==> src/rtl/ram_arbiter_pkg.sv <==
// Shared types and constants for the two-port RAM arbiter.
// Holds the FSM state encoding and the requester count.
package ram_arbiter_pkg;

  localparam int N_REQ = 2;

  typedef enum logic {
    INIT = 1'b0,
    RUN  = 1'b1
  } state_e;

endpackage

==> src/rtl/ram_rr_arbiter.sv <==
// Two-way round-robin grant: the requester not granted last wins ties.
// Ports: req (valid per requester), last_grant (index), grant (one-hot).
module ram_rr_arbiter
  import ram_arbiter_pkg::*;
(
  input  logic [N_REQ-1:0] req,
  input  logic             last_grant,
  output logic [N_REQ-1:0] grant
);

  always_comb begin
    grant = '0;
    unique case (req)
      2'b01:   grant = 2'b01;
      2'b10:   grant = 2'b10;
      2'b11:   grant = last_grant ? 2'b01 : 2'b10;
      default: grant = '0;
    endcase
  end

endmodule

==> src/rtl/ram_arbiter.sv <==
// Clears a single-port RAM after reset, then arbitrates two requesters
// onto it round-robin, routing read data back with a 2-cycle latency.
// Ports: clk/rst, req_* command side, rsp_* read return, init_done,
// ram_* strobes/address/data to the RAM and ram_data_out from it.
module ram_arbiter
  import ram_arbiter_pkg::*;
#(
  parameter int DATA_WIDTH = 16,
  parameter int N_WORDS    = 32,
  parameter int ADDR_WIDTH = $clog2(N_WORDS)
) (
  input  logic                                clk,
  input  logic                                rst,
  input  logic [N_REQ-1:0]                    req_valid,
  output logic [N_REQ-1:0]                    req_ready,
  input  logic [N_REQ-1:0]                    req_we,
  input  logic [N_REQ-1:0][ADDR_WIDTH-1:0]    req_addr,
  input  logic [N_REQ-1:0][DATA_WIDTH-1:0]    req_wdata,
  output logic [N_REQ-1:0]                    rsp_valid,
  output logic [DATA_WIDTH-1:0]               rsp_rdata,
  output logic                                init_done,
  output logic                                ram_we,
  output logic                                ram_re,
  output logic [ADDR_WIDTH-1:0]               ram_address,
  output logic [DATA_WIDTH-1:0]               ram_data_in,
  input  logic [DATA_WIDTH-1:0]               ram_data_out
);

  // One extra bit so the counter can reach N_WORDS and mark the end.
  localparam int CNT_W = ADDR_WIDTH + 1;

  state_e                 r_state;
  state_e                 w_state_nxt;
  logic [CNT_W-1:0]       r_clr_cnt;
  logic                   r_last_grant;
  logic                   r_ram_we;
  logic                   r_ram_re;
  logic [ADDR_WIDTH-1:0]  r_ram_address;
  logic [DATA_WIDTH-1:0]  r_ram_data_in;
  logic [N_REQ-1:0]       r_rd_id;
  logic [N_REQ-1:0]       r_rsp_valid;
  logic                   r_init_done;

  logic [N_REQ-1:0]       w_grant;
  logic                   w_clr_done;
  logic                   w_accept;
  logic                   w_sel;

  ram_rr_arbiter u_rr (
    .req        (req_valid),
    .last_grant (r_last_grant),
    .grant      (w_grant)
  );

  assign w_clr_done = (r_clr_cnt == CNT_W'(N_WORDS));
  assign req_ready  = (r_state == RUN) ? w_grant : '0;
  assign w_accept   = |(req_valid & req_ready);
  assign w_sel      = req_ready[1];

  always_comb begin
    w_state_nxt = r_state;
    if (r_state == INIT && w_clr_done) begin
      w_state_nxt = RUN;
    end
  end

  always_ff @(posedge clk) begin
    if (rst) begin
      r_state <= INIT;
    end else begin
      r_state <= w_state_nxt;
    end
  end

  always_ff @(posedge clk) begin
    if (rst) begin
      r_clr_cnt     <= '0;
      r_last_grant  <= 1'b1;
      r_ram_we      <= 1'b0;
      r_ram_re      <= 1'b0;
      r_ram_address <= '0;
      r_ram_data_in <= '0;
      r_rd_id       <= '0;
      r_rsp_valid   <= '0;
      r_init_done   <= 1'b0;
    end else begin
      // The RAM returns data one edge after it samples ram_re.
      r_rsp_valid <= r_ram_re ? r_rd_id : '0;
      r_ram_we    <= 1'b0;
      r_ram_re    <= 1'b0;
      if (r_state == INIT) begin
        if (!w_clr_done) begin
          r_ram_we      <= 1'b1;
          r_ram_address <= r_clr_cnt[ADDR_WIDTH-1:0];
          r_ram_data_in <= '0;
          r_clr_cnt     <= r_clr_cnt + 1'b1;
        end else begin
          r_init_done <= 1'b1;
        end
      end else if (w_accept) begin
        r_last_grant  <= w_sel;
        r_ram_we      <= req_we[w_sel];
        r_ram_re      <= ~req_we[w_sel];
        r_ram_address <= req_addr[w_sel];
        r_rd_id       <= req_ready;
        if (req_we[w_sel]) begin
          r_ram_data_in <= req_wdata[w_sel];
        end
      end
    end
  end

  assign ram_we      = r_ram_we;
  assign ram_re      = r_ram_re;
  assign ram_address = r_ram_address;
  assign ram_data_in = r_ram_data_in;
  assign rsp_valid   = r_rsp_valid;
  assign rsp_rdata   = ram_data_out;
  assign init_done   = r_init_done;

endmodule

==> config.mk <==
export PLATFORM = sky130hd
export DESIGN_NAME = ram_arbiter
export DESIGN_NICKNAME = d
export VERILOG_FILES = /design/src/rtl/ram_arbiter_pkg.sv /design/src/rtl/ram_rr_arbiter.sv /design/src/rtl/ram_arbiter.sv
export SDC_FILE = /design/constraint.sdc
export NUM_CORES = 1
export LEC_CHECK = 0
export CORE_MARGIN = 4
export CORE_UTILIZATION = 35
export CTS_BUF_LIST = sky130_fd_sc_hd__clkbuf_8
export DETAILED_ROUTE_END_ITERATION = 10
export PLACE_DENSITY = 0.78
export SYNTH_ARGS = -nofsm -noshare
export SYNTH_HDL_FRONTEND = slang
export SYNTH_HIERARCHICAL = 1
export SYNTH_SLANG_ARGS = --single-unit
export TNS_END_PERCENT = 10
==> constraint.sdc <==
create_clock -name clk -period 1.8 [get_ports clk]
set_input_delay 0.18 -clock clk [delete_from_list [all_inputs] [get_ports clk]]
set_output_delay 0.18 -clock clk [all_outputs]
set_load 0.005 [all_outputs]
==> reports/results.ini <==
[layout]
drive_gt1_frac=0.181
nets=335
stdcell_count=340
area_delta_synth_final_pct=50.7
fillers=454
num_antenna_cells=0

[synthesis]
synth.most_common_cell=dfxtp_1
synth.distinct_cells=34
async_reset_ff_frac=0
synth.avg_cell_area_um2=9.42
synth_edf_count=0
ys_top_cells_by_count=dfxtp_1 (35), a21oi_1 (27), mux2i_1 (20), buf_4 (17), a211oi_2 (13)
syn_nets=261
synth_top_area_frac=0.381
netlist_area_mm2=0.00184
synthCells=195
ys_ff_latch=35
ys.flop_type=dfxtp_1
ys_warn_count=6
synth_area_leaders=dfxtp_1 (38%), mux2i_1 (11%), a211oi_2 (8.9%), a21oi_1 (7.4%), buf_4 (6.9%)
yosysSeqAreaShare=0.381
synth.largest_area_cell=dfxtp_1

[floorplanning]
die_area_mm2=0.00647
coreArea_mm2=0.00511
die_h_um=80.4
initial_core_util=0.360
fp-row-count=26
fp.dieW_um=80.4
io_pins=108

[run_status]
status=finished clean

[placed_design]
dp_hpwl_um=3600
gp_congestion=0.787
portBuffers=75
post-place-ws_ps=-267
placed_cells=331

[clocking]
cts_buffers=5
cts_tree=yes
clk_path_buf_depth=2
cts.sinks=35
path_clk_slew_ps=70
ctsHoldBuffers=0
cts_max_level=2
worstSkewPairLatency_ps=290
cts_root_buf=clkbuf_8

[critical_path]
start_kind=flip-flop
path_class=flip-flop to flip-flop
reg2reg_from=r_last_grant
cp-end-kind=flip-flop
critPathLaunch=r_last_grant
worstPathMaxFanout=6
crit_arrival_ps=1890
required_ps=2010

[sta]
finalMaxSlewViolations=0
relSlewSlack=0.731
rsz0062_at_grt=true
hold_violations=0
fmax_ghz=0.597
tightestPinTransition_ps=402
layout_min_cycle_time_ps=1670
fin_skew_ps=5.35
setup_ws_ps=125
final-setup-viol-count=0
finalCritPeriodShare=0.931

[pwr]
p_leak_nw=1.04
ir_drop_v=0.000284
power_density_mw_per_mm2=597

[route]
wl_per_cell_um=14.1
wl_um=4800
viasPerCell=5.01
vias=1703
drt_iter0_markers=60
antenna_left=0
post-route-drc-count=0
first_pass_iters=4

[worst_hold_path]
hold_class=input port to primary output
hold_start=ram_data_out[0]

[global_routing]
grt_pass1_wl_um=7590
grt_max_degree=33
antenna_found_initial=0
groute.usage.overall=0.151
grt_pass1_vias=1654
grt_overflow=0

[run]
maxCapViolCount=0

[repair_timing]
item / CTS / global route
endpoints found under the setup margin: 2 / 2
pin swaps: 1 / 1
resized for setup: 7 / 1
buffers inserted: 1 / 0
[placed cells by master, fill, tap and decap left out]
cell type / instances
a211oi_4: 1
a21oi_1: 27
a21bo_1: 1
a21boi_4: 1
a22oi_1: 2
or3_1: 1
inv_1: 7
dfxtp_1: 33
clkbuf_8: 7
nand2b_1: 1
ha_1: 2
o21ai_0: 2
o21bai_1: 1
a211oi_1: 2
xnor2_1: 2
xor2_1: 2
dfxtp_2: 1
buf_12: 1
nand4_1: 1
dlymetal6s2s_1: 1
mux2i_1: 20
a31o_2: 1
a211oi_2: 13
dfxtp_4: 1
nor2_1: 12
dlygate4sd2_1: 3
and3b_1: 2
and2_1: 1
and4b_1: 2
nand3_1: 8
a21boi_2: 1
buf_4: 21
nor3_1: 1
clkdlybuf4s50_1: 71
a311oi_1: 1
o221ai_1: 4
a31oi_2: 1
nand2_1: 11
[routing by layer]
| layer | wire, um | vias up | part of all wire | track usage |
|---|---|---|---|---|
| met1 | 1980 | 806 | 0.41 | 0.172 |
| met4 | 62 | 0 | 0.013 | 0.0473 |
| met5 | 0 | - | 0 | 0 |
| met3 | 353 | 8 | 0.074 | 0.0504 |
| li1 | - | 826 | - | - |
| met2 | 2400 | 63 | 0.50 | 0.264 |
[state kept, by name, summed over array words and instances, names as in the netlist]
signal,cells
r_state,1
r_rd_id,2
ram_we,1
ram_data_in,16
r_clr_cnt,6
ram_address,5
rsp_valid,2
ram_re,1
r_last_grant,1
[through the flow]
| step | instance area [um2] | hold WS [ps] | total power, mW | util | TNS [ps] |
|---|---|---|---|---|---|
| finish | 2770 | 360 | 1.65 | 0.542 | 0 |
| global route | 2770 | 360 | 1.73 | 0.542 | -26.3 |
| CTS | 2770 | 360 | 1.67 | 0.541 | 0 |
| detailed placement | 2650 | 360 | 1.05 | 0.519 | -5210 |
| global placement | 2650 | 360 | 1.05 | 0.519 | -3420 |
| floorplan | 1840 | 340 | 0.933 | - | 0 |
[path summary, 6_finish.rpt]
path                                       end  slack [ps]  cells past startpoint
worst max register to register  ram_address[0]         130                      7
worst min-delay path              rsp_rdata[0]         360                      0
worst max-delay path            ram_address[0]         130                      7
worst min register to register      r_rd_id[0]         460                      2
[cells by family after synthesis]
kind of cell               count (synthesis)  synth area share
and+or+nand+nor                           40             0.106
muxes                                     20             0.109
xor gates and xnor gates                   4            0.0191
buffers and inverters                     36             0.123
AOI/OAI and AO/OA                         58             0.248
DFF                                       35             0.381
adders and majority gates                  2            0.0136
[power by group]
part / switching [mW] / leakage [nW] / total (mW) / internal (mW)
combinational: 0.0846 / 0.702 / 0.235 / 0.151
sequential: 0.0108 / 0.284 / 0.794 / 0.783
clock: 0.280 / 0.0557 / 0.623 / 0.344
total: 0.375 / 1.04 / 1.65 / 1.28
[worst max-delay path: stages (launching register included)]
cell      delay, ps
dfxtp_4         370
a21boi_4         60
buf_4           150
a22oi_1         310
buf_4           180
nand2b_1        250
nand3_1         110
a21oi_1         160
[final cells by class]
| class | instances | area (um2) | area share |
|---|---|---|---|
| timing repair buffer | 97 | 927 | 0.335 |
| multi-input combinational | 124 | 925 | 0.334 |
| sequential | 35 | 706 | 0.255 |
| clock buffer | 7 | 96.3 | 0.0348 |
| tap | 70 | 87.6 | 0.0316 |
| inverter | 6 | 22.5 | 0.00814 |
| clock inverter | 1 | 3.75 | 0.00136 |
No activity file was read; power rests on OpenSTA's default activity.
